==> config.mk <==
export PLATFORM = sky130hd
export DESIGN_NAME = instr_fetch_unit
export DESIGN_NICKNAME = d
export VERILOG_FILES = /design/src/rtl/cpu_pkg.sv /design/src/rtl/instr_fetch_unit.sv
export SDC_FILE = /design/constraint.sdc
export NUM_CORES = 1
export LEC_CHECK = 0
export CORE_MARGIN = 4
export CORE_UTILIZATION = 48
export DETAILED_ROUTE_END_ITERATION = 10
export PLACE_DENSITY = 0.85
export SLEW_MARGIN = 15
export SYNTH_ARGS = -nofsm -noshare
export SYNTH_HDL_FRONTEND = slang
export SYNTH_SLANG_ARGS = --single-unit
==> constraint.sdc <==
create_clock -name clk -period 5 [get_ports clk]
set_input_delay 1 -clock clk [delete_from_list [all_inputs] [get_ports clk]]
set_output_delay 1 -clock clk [all_outputs]
set_load 0.05 [all_outputs]
==> src/rtl/cpu_pkg.sv <==
// Shared CPU definitions: datapath widths, special instruction encodings
// and the fetch-stage state encoding.
package cpu_pkg;

    localparam int unsigned PC_W    = 8;
    localparam int unsigned INSTR_W = 16;

    localparam logic [INSTR_W-1:0] HALT_WORD = 16'h0001;
    localparam logic [INSTR_W-1:0] NOP_WORD  = 16'h0000;

    typedef enum logic [1:0] {
        S_BOOT = 2'd0,
        S_RUN  = 2'd1,
        S_HALT = 2'd2
    } fetch_state_t;

endpackage

==> src/rtl/instr_fetch_unit.sv <==
// IF stage: owns the PC, sequences the IRAM boot load and registers each
// fetched word into IF/ID, with stall, branch redirect/flush and HALT stop.
module instr_fetch_unit
    import cpu_pkg::*;
#(
    parameter logic [PC_W-1:0] RESET_PC    = '0,
    parameter int unsigned     BOOT_CYCLES = 2
) (
    input  logic               clk,
    input  logic               reset_n,
    input  logic               stall,
    input  logic               br_taken,
    input  logic [PC_W-1:0]    br_target,
    input  logic [INSTR_W-1:0] iram_q,
    output logic [PC_W-1:0]    iram_addr,
    output logic               iram_load,
    output logic [INSTR_W-1:0] ir,
    output logic [PC_W-1:0]    pc_out,
    output logic [PC_W-1:0]    pc_plus2,
    output logic               valid,
    output logic               halted
);

    localparam logic [3:0] BOOT_LAST = 4'(BOOT_CYCLES - 1);

    fetch_state_t    state;
    logic [PC_W-1:0] pc;
    logic [3:0]      boot_cnt;
    logic [PC_W-1:0] redirect_pc;

    // Instructions are halfword aligned, so the redirect LSB is dropped.
    assign redirect_pc = {br_target[PC_W-1:1], 1'b0};
    assign iram_addr   = pc;
    assign pc_plus2    = pc_out + PC_W'(2);

    always_ff @(posedge clk or negedge reset_n) begin
        if (!reset_n) begin
            state     <= S_BOOT;
            pc        <= RESET_PC;
            boot_cnt  <= '0;
            ir        <= NOP_WORD;
            pc_out    <= '0;
            valid     <= 1'b0;
            halted    <= 1'b0;
            iram_load <= 1'b1;
        end else begin
            case (state)
                S_BOOT: begin
                    boot_cnt <= boot_cnt + 4'd1;
                    if (boot_cnt == BOOT_LAST) begin
                        state     <= S_RUN;
                        iram_load <= 1'b0;
                    end
                end
                S_RUN: begin
                    if (br_taken) begin
                        pc    <= redirect_pc;
                        ir    <= NOP_WORD;
                        valid <= 1'b0;
                    end else if (!stall) begin
                        ir     <= iram_q;
                        pc_out <= pc;
                        valid  <= 1'b1;
                        // PC stays on the HALT word so a later redirect is the only way out.
                        if (iram_q == HALT_WORD) begin
                            halted <= 1'b1;
                            state  <= S_HALT;
                        end else begin
                            pc <= pc + PC_W'(2);
                        end
                    end
                end
                S_HALT: begin
                    if (br_taken) begin
                        pc     <= redirect_pc;
                        ir     <= NOP_WORD;
                        valid  <= 1'b0;
                        halted <= 1'b0;
                        state  <= S_RUN;
                    end else if (!stall) begin
                        valid <= 1'b0;
                    end
                end
                default: begin
                    state     <= S_BOOT;
                    iram_load <= 1'b1;
                end
            endcase
        end
    end

endmodule

==> qor.txt, run 1 <==
Clock Sinks -> 39
FF-to-FF Start -> state[0]
share of layout cells above drive strength 1 -> 8.23%
post-synth top area share -> 47.3%
CTS tree -> done
Crit path max-delay family -> buffers and inverters
Setup TNS Final -> 0 ps
reg-to-reg setup timing slack -> 2630 ps
total congestion overflow -> 0
pin count of the biggest net entering global routing -> 40
Critical Path Sink Type -> primary output
starting DRC count in detailed routing -> 86
first-pass GRT wire length -> 7410 um
max_cap viols -> 0
Synth Register Bits -> 39
commonest non-fill, non-tap cells in the layout -> 65 x clkdlybuf4s50_1, 38 x dfrtp_1, 16 x a22o_1
sequential share of the synthesized area -> 48.6%
Seq pwr share -> 36.9%
total track usage -> 18.1%
CP max-delay cell -> clkdlybuf4s50_1
hold endpoint -> boot_cnt[3]
Clock Path Buffers -> 2
maximum vdd drop -> 217 uV
worst-margin pin slew -> 1040 ps
most frequently used flop master after synthesis -> dfrtp_1
net switching power -> 0.388 mW
FF-to-FF End -> ir[6]
layout net count -> 277
DRC violations left -> 0
R2R depth -> 5
Synth cell types -> 46
Ys Warns -> 0
Hold Crit Start -> boot_cnt[3]
port bufs -> 66
sw frac -> 37.5%
cells along the critical path -> ha_1 -> nand3_1 -> xnor2_1 -> clkdlybuf4s50_1
Resized cells post-CTS -> 0
fillers -> 327
Post-synth ARST share -> 100%
via count -> 1,613
DR WL/cell -> 15.8 um
Gate power share -> 37.3%
Max FO, Critical Path -> 5
die area -> 5290 sq um
setup bufs post-CTS -> 0
largest cells by area after synthesis -> dfrtp_1 47%, a22o_1 7.0%, ha_1 4.4%, mux2_1 3.4%, xnor2_1 2.6%
Crit path required time -> 4000 ps
CP Buf/Inv Count -> 1
crit start category -> flop
post-layout min period -> 3030 ps
DP HPWL -> 3480 um
Inserted Clock Buffers -> 5
FMAX -> 330 MHz
number of vias per cell -> 5.51
final period utilization -> 60.5%
status -> complete, no violations
core area -> 4030 sq um
post-synthesis instance total -> 179
Post-Syn Area -> 2010 sq um
syn avg cell area -> 11.2 sq um
Overall Power -> 1.03 mW
Layout Utilization -> 68.9%
RePlAce Congestion -> 0.790
worst skew pair latency -> 290 ps
post-synth top area cell -> dfrtp_1
Root Buffer -> clkbuf_8
Die H -> 72.7 um
number of endpoints failing setup at the final stage -> 0
number of I/O pins -> 71
Final Max Slew Viols -> 0
ANT cells -> 0
Min Hold Slack -> 477 ps
Die X -> 72.7 um
Largest stage delay, worst path -> 810 ps
CTS H-tree depth -> 2
Reg clk slew, reported paths -> 70 ps
PD cells -> 373 nW/um^2
most common cell after layout, fill and taps aside -> clkdlybuf4s50_1
initial antenna violation count -> 0
clk_skew -> 2.79 ps
Leak -> 1.19 nW
vias in the first global route -> 1,564
hold path cells -> 1
antenna-violating nets left -> 0
Clk network pwr share -> 25.8%
row cnt -> 23
Hold Fails Final Rpt -> 0
Routed WL -> 4630 um
Initial DRT Pass Iterations -> 4
number of synthesized flops with an enable pin -> 0
RSZ-0062 raised after global routing -> no
worst hold path type -> flop to flop
CTS Hold Bufs -> 0
Int Pwr -> 0.646 mW
worst rel slew slack -> 30.7%
initial core utilization -> 49.9%
area grow syn2layout -> 38.0%
Crit Path Class -> flop to primary output
Arr. time, crit path -> 2030 ps
==> worst reg2reg max path: stages (launching register included) <==
cell and delay, ps:
dfrtp_1 360, inv_1 70, ha_1 310, or2_1 430, nor2_1 860, a22o_1 270
==> cells in the mapped netlist (2+ instances only) <==
cell	n
mux2_1	6
nor3_1	3
nand2_1	11
o2bb2ai_1	5
buf_4	3
a211oi_1	2
dfrtp_1	38
buf_6	3
mux2i_1	2
a21oi_1	7
o211ai_1	6
o21ai_0	3
xor2_1	2
mux2_4	2
or2_1	3
nor2_1	6
xnor2_1	6
or3_1	2
ha_1	7
nand3_1	7
clkbuf_1	6
a22o_1	16
inv_1	5
o21ai_1	3
nor4_1	4
==> state kept, by name, summed over array words and instances (netlist names) <==
name and cells:
iram_load 1, pc_out 7, iram_addr 7, halted 1, boot_cnt 4, valid 1, ir 16, state 2
==> per-stage QoR <==
step	cell area, sq um	setup WS, ps	instances
6_report	2770	1970	293
5_1_grt	2770	1860	293
4_1_cts	2770	1960	293
3_5_place_dp	2660	1770	285
3_3_place_gp	2660	1780	285
2_1_floorplan	2020	2100	181
==> power by group through the flow <==
stage                     logic (mW)  registers [mW]  clock network, mW
after floorplan                0.145           0.490                  0
after global placement         0.383           0.386                  0
after detailed placement       0.388           0.388                  0
after CTS                      0.389           0.382              0.271
after global routing           0.404           0.388              0.284
final                          0.386           0.382              0.267
==> how the worst max path moves through the flow <==
stage / end / start / cells past startpoint
after CTS: pc_plus2[5] / pc_out[1] / 4
after global placement: iram_addr[1] / iram_q[1] / 5
final: pc_plus2[5] / pc_out[1] / 4
after global routing: pc_plus2[7] / pc_out[1] / 4
after floorplan: pc_plus2[5] / pc_out[2] / 3
after detailed placement: iram_addr[2] / iram_q[1] / 5
==> cell type report <==
type	count	area, sq um	area share [%]
Timing Repair Buffer	66	656	23.6
Multi-Input combinational cell	124	938	33.8
Inverter	6	22.5	0.812
Sequential cell	39	977	35.2
Clock buffer	6	82.6	2.98
Tap cell	50	62.6	2.26
Clock inverter	2	35.0	1.26
==> kinds of logic (layout without fill, tap and decap cells) <==
group,Yosys count,in the layout,share of synthesized area (%)
buffers and inverters,18,80,5.04
flip-flops,39,39,48.6
other,1,3,0.187
AO/OA/AOI/OAI,48,48,18.4
multiplexers,10,10,5.85
adder cells (fa/ha/maj),7,7,4.36
AND/OR/NAND/NOR,48,48,14.1
XOR/XNOR,8,8,3.49
==> per-layer routing <==
metal / up-vias / global-route usage (%) / share of wire, %
li1: 782 / - / -
met1: 760 / 22.1 / 42
met2: 60 / 30.9 / 49
met3: 11 / 3.99 / 6.9
met4: 0 / 7.38 / 2.2
met5: - / 0 / 0
No activity file was read; power rests on OpenSTA's default activity.
==> run 2: changes to the inputs <==
--- a/config.mk
+++ b/config.mk
@@ -6,9 +6,9 @@
 export NUM_CORES = 1
 export LEC_CHECK = 0
 export CORE_MARGIN = 4
-export CORE_UTILIZATION = 48
+export CORE_UTILIZATION = 40
 export DETAILED_ROUTE_END_ITERATION = 10
-export PLACE_DENSITY = 0.85
+export PLACE_DENSITY = 0.75
 export SLEW_MARGIN = 15
 export SYNTH_ARGS = -nofsm -noshare
 export SYNTH_HDL_FRONTEND = slang
==> constraint.sdc (replaced) <==
create_clock -name clk -period 2.5 [get_ports clk]
set_input_delay 0.5 -clock clk [delete_from_list [all_inputs] [get_ports clk]]
set_output_delay 0.5 -clock clk [all_outputs]
set_load 0.05 [all_outputs]
==> run 2 against run 1 <==
Against the previous run:
- sequential share of layout area shrank 0.50 points
- register-to-register slack lost 2300 ps
- count of clock-buffer cells in the layout grew 1
- via count shrank 1.9%
- core utilization shrank 10 points
- sequential cell count is the same
- power grew 87%
- largest cell class unchanged
- combinational power grew 99%
- die area grew 18%
- first-iteration DRC count shrank 31%
==> qor.txt, run 2 (synthesis results as in run 1) <==
status -> complete, no violations (unchanged)
pin count of the biggest net entering global routing -> 40 (unchanged)
Clock Sinks -> 39 (unchanged)
RSZ-0062 raised after global routing -> no (unchanged)
initial antenna violation count -> 0 (unchanged)
Root Buffer -> clkbuf_8 (unchanged)
CTS Hold Bufs -> 0 (unchanged)
setup bufs post-CTS -> 0 (unchanged)
Leak -> 1.22 nW (was 1.19 nW)
Critical Path Sink Type -> primary output (unchanged)
most common cell after layout, fill and taps aside -> clkdlybuf4s50_1 (unchanged)
final period utilization -> 92.5%
crit start category -> flop (unchanged)
via count -> 1,582 (was 1,613)
max reg flops -> 16 (unchanged)
R2R depth -> 5 (unchanged)
CP max-delay cell -> clkdlybuf4s50_1 (unchanged)
worst skew pair latency -> 290 ps (about the same)
Max FO, Critical Path -> 5 (unchanged)
Crit Path Class -> flop to primary output (unchanged)
Post-Layout Inst Area -> 2810 sq um (was 2770 sq um)
first-pass GRT wire length -> 7200 um (was 7410 um)
total congestion overflow -> 0 (unchanged)
number of I/O pins -> 71 (unchanged)
Reg with most FFs -> ir (unchanged)
RePlAce Congestion -> 0.778 (was 0.790)
cells along the critical path -> ha_1 -> clkdlybuf4s50_1 (was ha_1 -> nand3_1 -> xnor2_1 -> clkdlybuf4s50_1)
Layout Utilization -> 58.8% (was 68.9%)
FMAX -> 433 MHz
number of vias per cell -> 4.97 (was 5.51)
Arr. time, crit path -> 1810 ps (was 2030 ps)
antenna-violating nets left -> 0 (unchanged)
vias in the first global route -> 1,543 (was 1,564)
Crit path required time -> 2000 ps (was 4000 ps)
row cnt -> 25 (was 23)
Inserted Clock Buffers -> 5 (unchanged)
DP Area -> 2730 sq um (was 2660 sq um)
layout net count -> 285 (was 277)
crit path from -> pc_out[1] (unchanged)
Routed WL -> 4340 um (was 4630 um)
starting DRC count in detailed routing -> 59 (was 86)
maximum vdd drop -> 359 uV (was 217 uV)
Initial DRT Pass Iterations -> 4 (unchanged)
initial core utilization -> 42.0% (was 49.9%)
Die H -> 78.9 um (was 72.7 um)
DRC violations left -> 0 (unchanged)
number of endpoints failing setup at the final stage -> 0 (unchanged)
CTS H-tree depth -> 2 (unchanged)
DP HPWL -> 3300 um (was 3480 um)
max_cap viols -> 0 (unchanged)
Hold Fails Final Rpt -> 0 (unchanged)
Largest stage delay, worst path -> 800 ps (was 810 ps)
FF-to-FF End -> ir[4] (was ir[6])
Final Max Slew Viols -> 0 (unchanged)
CP endpoint -> pc_plus2[2] (was pc_plus2[5])
core area -> 4790 sq um (was 4030 sq um)
CTS tree -> done (unchanged)
clk_skew -> 7.81 ps (was 2.79 ps)
PD cells -> 688 nW/um^2 (was 373 nW/um^2)
share of layout cells above drive strength 1 -> 11.6% (was 8.23%)
DR WL/cell -> 13.6 um (was 15.8 um)
Setup TNS Final -> 0 ps (unchanged)
worst rel slew slack -> 30.8% (was 30.7%)
Die X -> 78.9 um (was 72.7 um)
Clock Path Buffers -> 2 (unchanged)
worst-margin pin slew -> 1030 ps (was 1040 ps)
post-layout min period -> 2310 ps
Overall Power -> 1.94 mW (was 1.03 mW)
ANT cells -> 0 (unchanged)
reg-to-reg setup timing slack -> 370 ps (was 2630 ps)
worst hold path type -> input port to asynchronous set/reset pin (was flop to flop)
die area -> 6220 sq um (was 5290 sq um)
Reg clk slew, reported paths -> 70 ps (about the same)
commonest non-fill, non-tap cells in the layout -> 61 x clkdlybuf4s50_1, 38 x dfrtp_1, 16 x a22o_1 (was 65 x clkdlybuf4s50_1, 38 x dfrtp_1, 16 x a22o_1)
port bufs -> 66 (unchanged)
total track usage -> 14.7% (was 18.1%)
area grow syn2layout -> 40.0% (was 38.0%)
FF-to-FF Start -> state[0] (unchanged)
-- run 2: cell count changes in the layout (fill, tap and decap cells not counted) --
cell and change:
buf_4 +11, clkdlybuf4s50_1 -4, clkbuf_1 +2, bufinv_16 -1
clkbuf_8 -1, dlymetal6s2s_1 +1
-- run 2: layout make-up --
type | count | area, sq um
Fill cell | 438 | 1970
Sequential cell | 39 | 977
Multi-Input combinational cell | 124 | 938
Timing Repair Buffer | 74 | 711
Tap cell | 67 | 83.8
Clock buffer | 7 | 76.3
Inverter | 6 | 22.5
Clock inverter | 1 | 5.00
-- run 2: worst max-delay path: cells and delay by family, from the launching register on --
family	cells	cell delay, ps
adder cells (fa/ha/maj)	1	290
buffers and inverters	1	800
flip-flops	1	430
-- run 2: how the worst min path moves through the flow --
| stage | cells past startpoint | slack [ps] | to |
|---|---|---|---|
| final | 1 | 310 | pc_out[7] |
| after global routing | 1 | 390 | ir[8] |
| after CTS | 1 | 340 | iram_addr[6] |
| after detailed placement | 1 | 460 | boot_cnt[3] |
| after global placement | 1 | 460 | boot_cnt[3] |
| after floorplan | 0 | 200 | boot_cnt[0] |
-- run 2: power breakdown --
group | switching (mW) | internal, mW | leakage [nW] | total [mW]
Sequential | 0.0697 | 0.692 | 0.494 | 0.762
Clock | 0.209 | 0.196 | 0.0422 | 0.405
Combinational | 0.492 | 0.277 | 0.688 | 0.769
-- run 2: timing repair --
| action | CTS | global route |
|---|---|---|
| setup endpoints to repair | 0 | 1 |
| endpoints found under the hold margin | 0 | 0 |
| resized for setup | 0 | 1 |
-- run 2: routing by layer --
| layer | vias to the layer above | part of all wire (%) | global-route usage (%) | routed length [um] |
|---|---|---|---|---|
| met4 | 0 | 1.3 | 4.64 | 57 |
| met2 | 51 | 46 | 23.0 | 2010 |
| met3 | 6 | 6.8 | 4.88 | 294 |
| li1 | 797 | - | - | - |
| met1 | 728 | 45 | 19.3 | 1970 |
| met5 | - | 0 | 0 | 0 |
-- run 2: through the flow --
step | setup slack, ps | hold slack [ps] | cells
finish | 188 | 307 | 318
global route | 99.2 | 390 | 318
CTS | 52.0 | 344 | 318
detailed placement | -58.9 | 459 | 310
floorplan | 97.7 | 204 | 181
global placement | -43.1 | 461 | 310
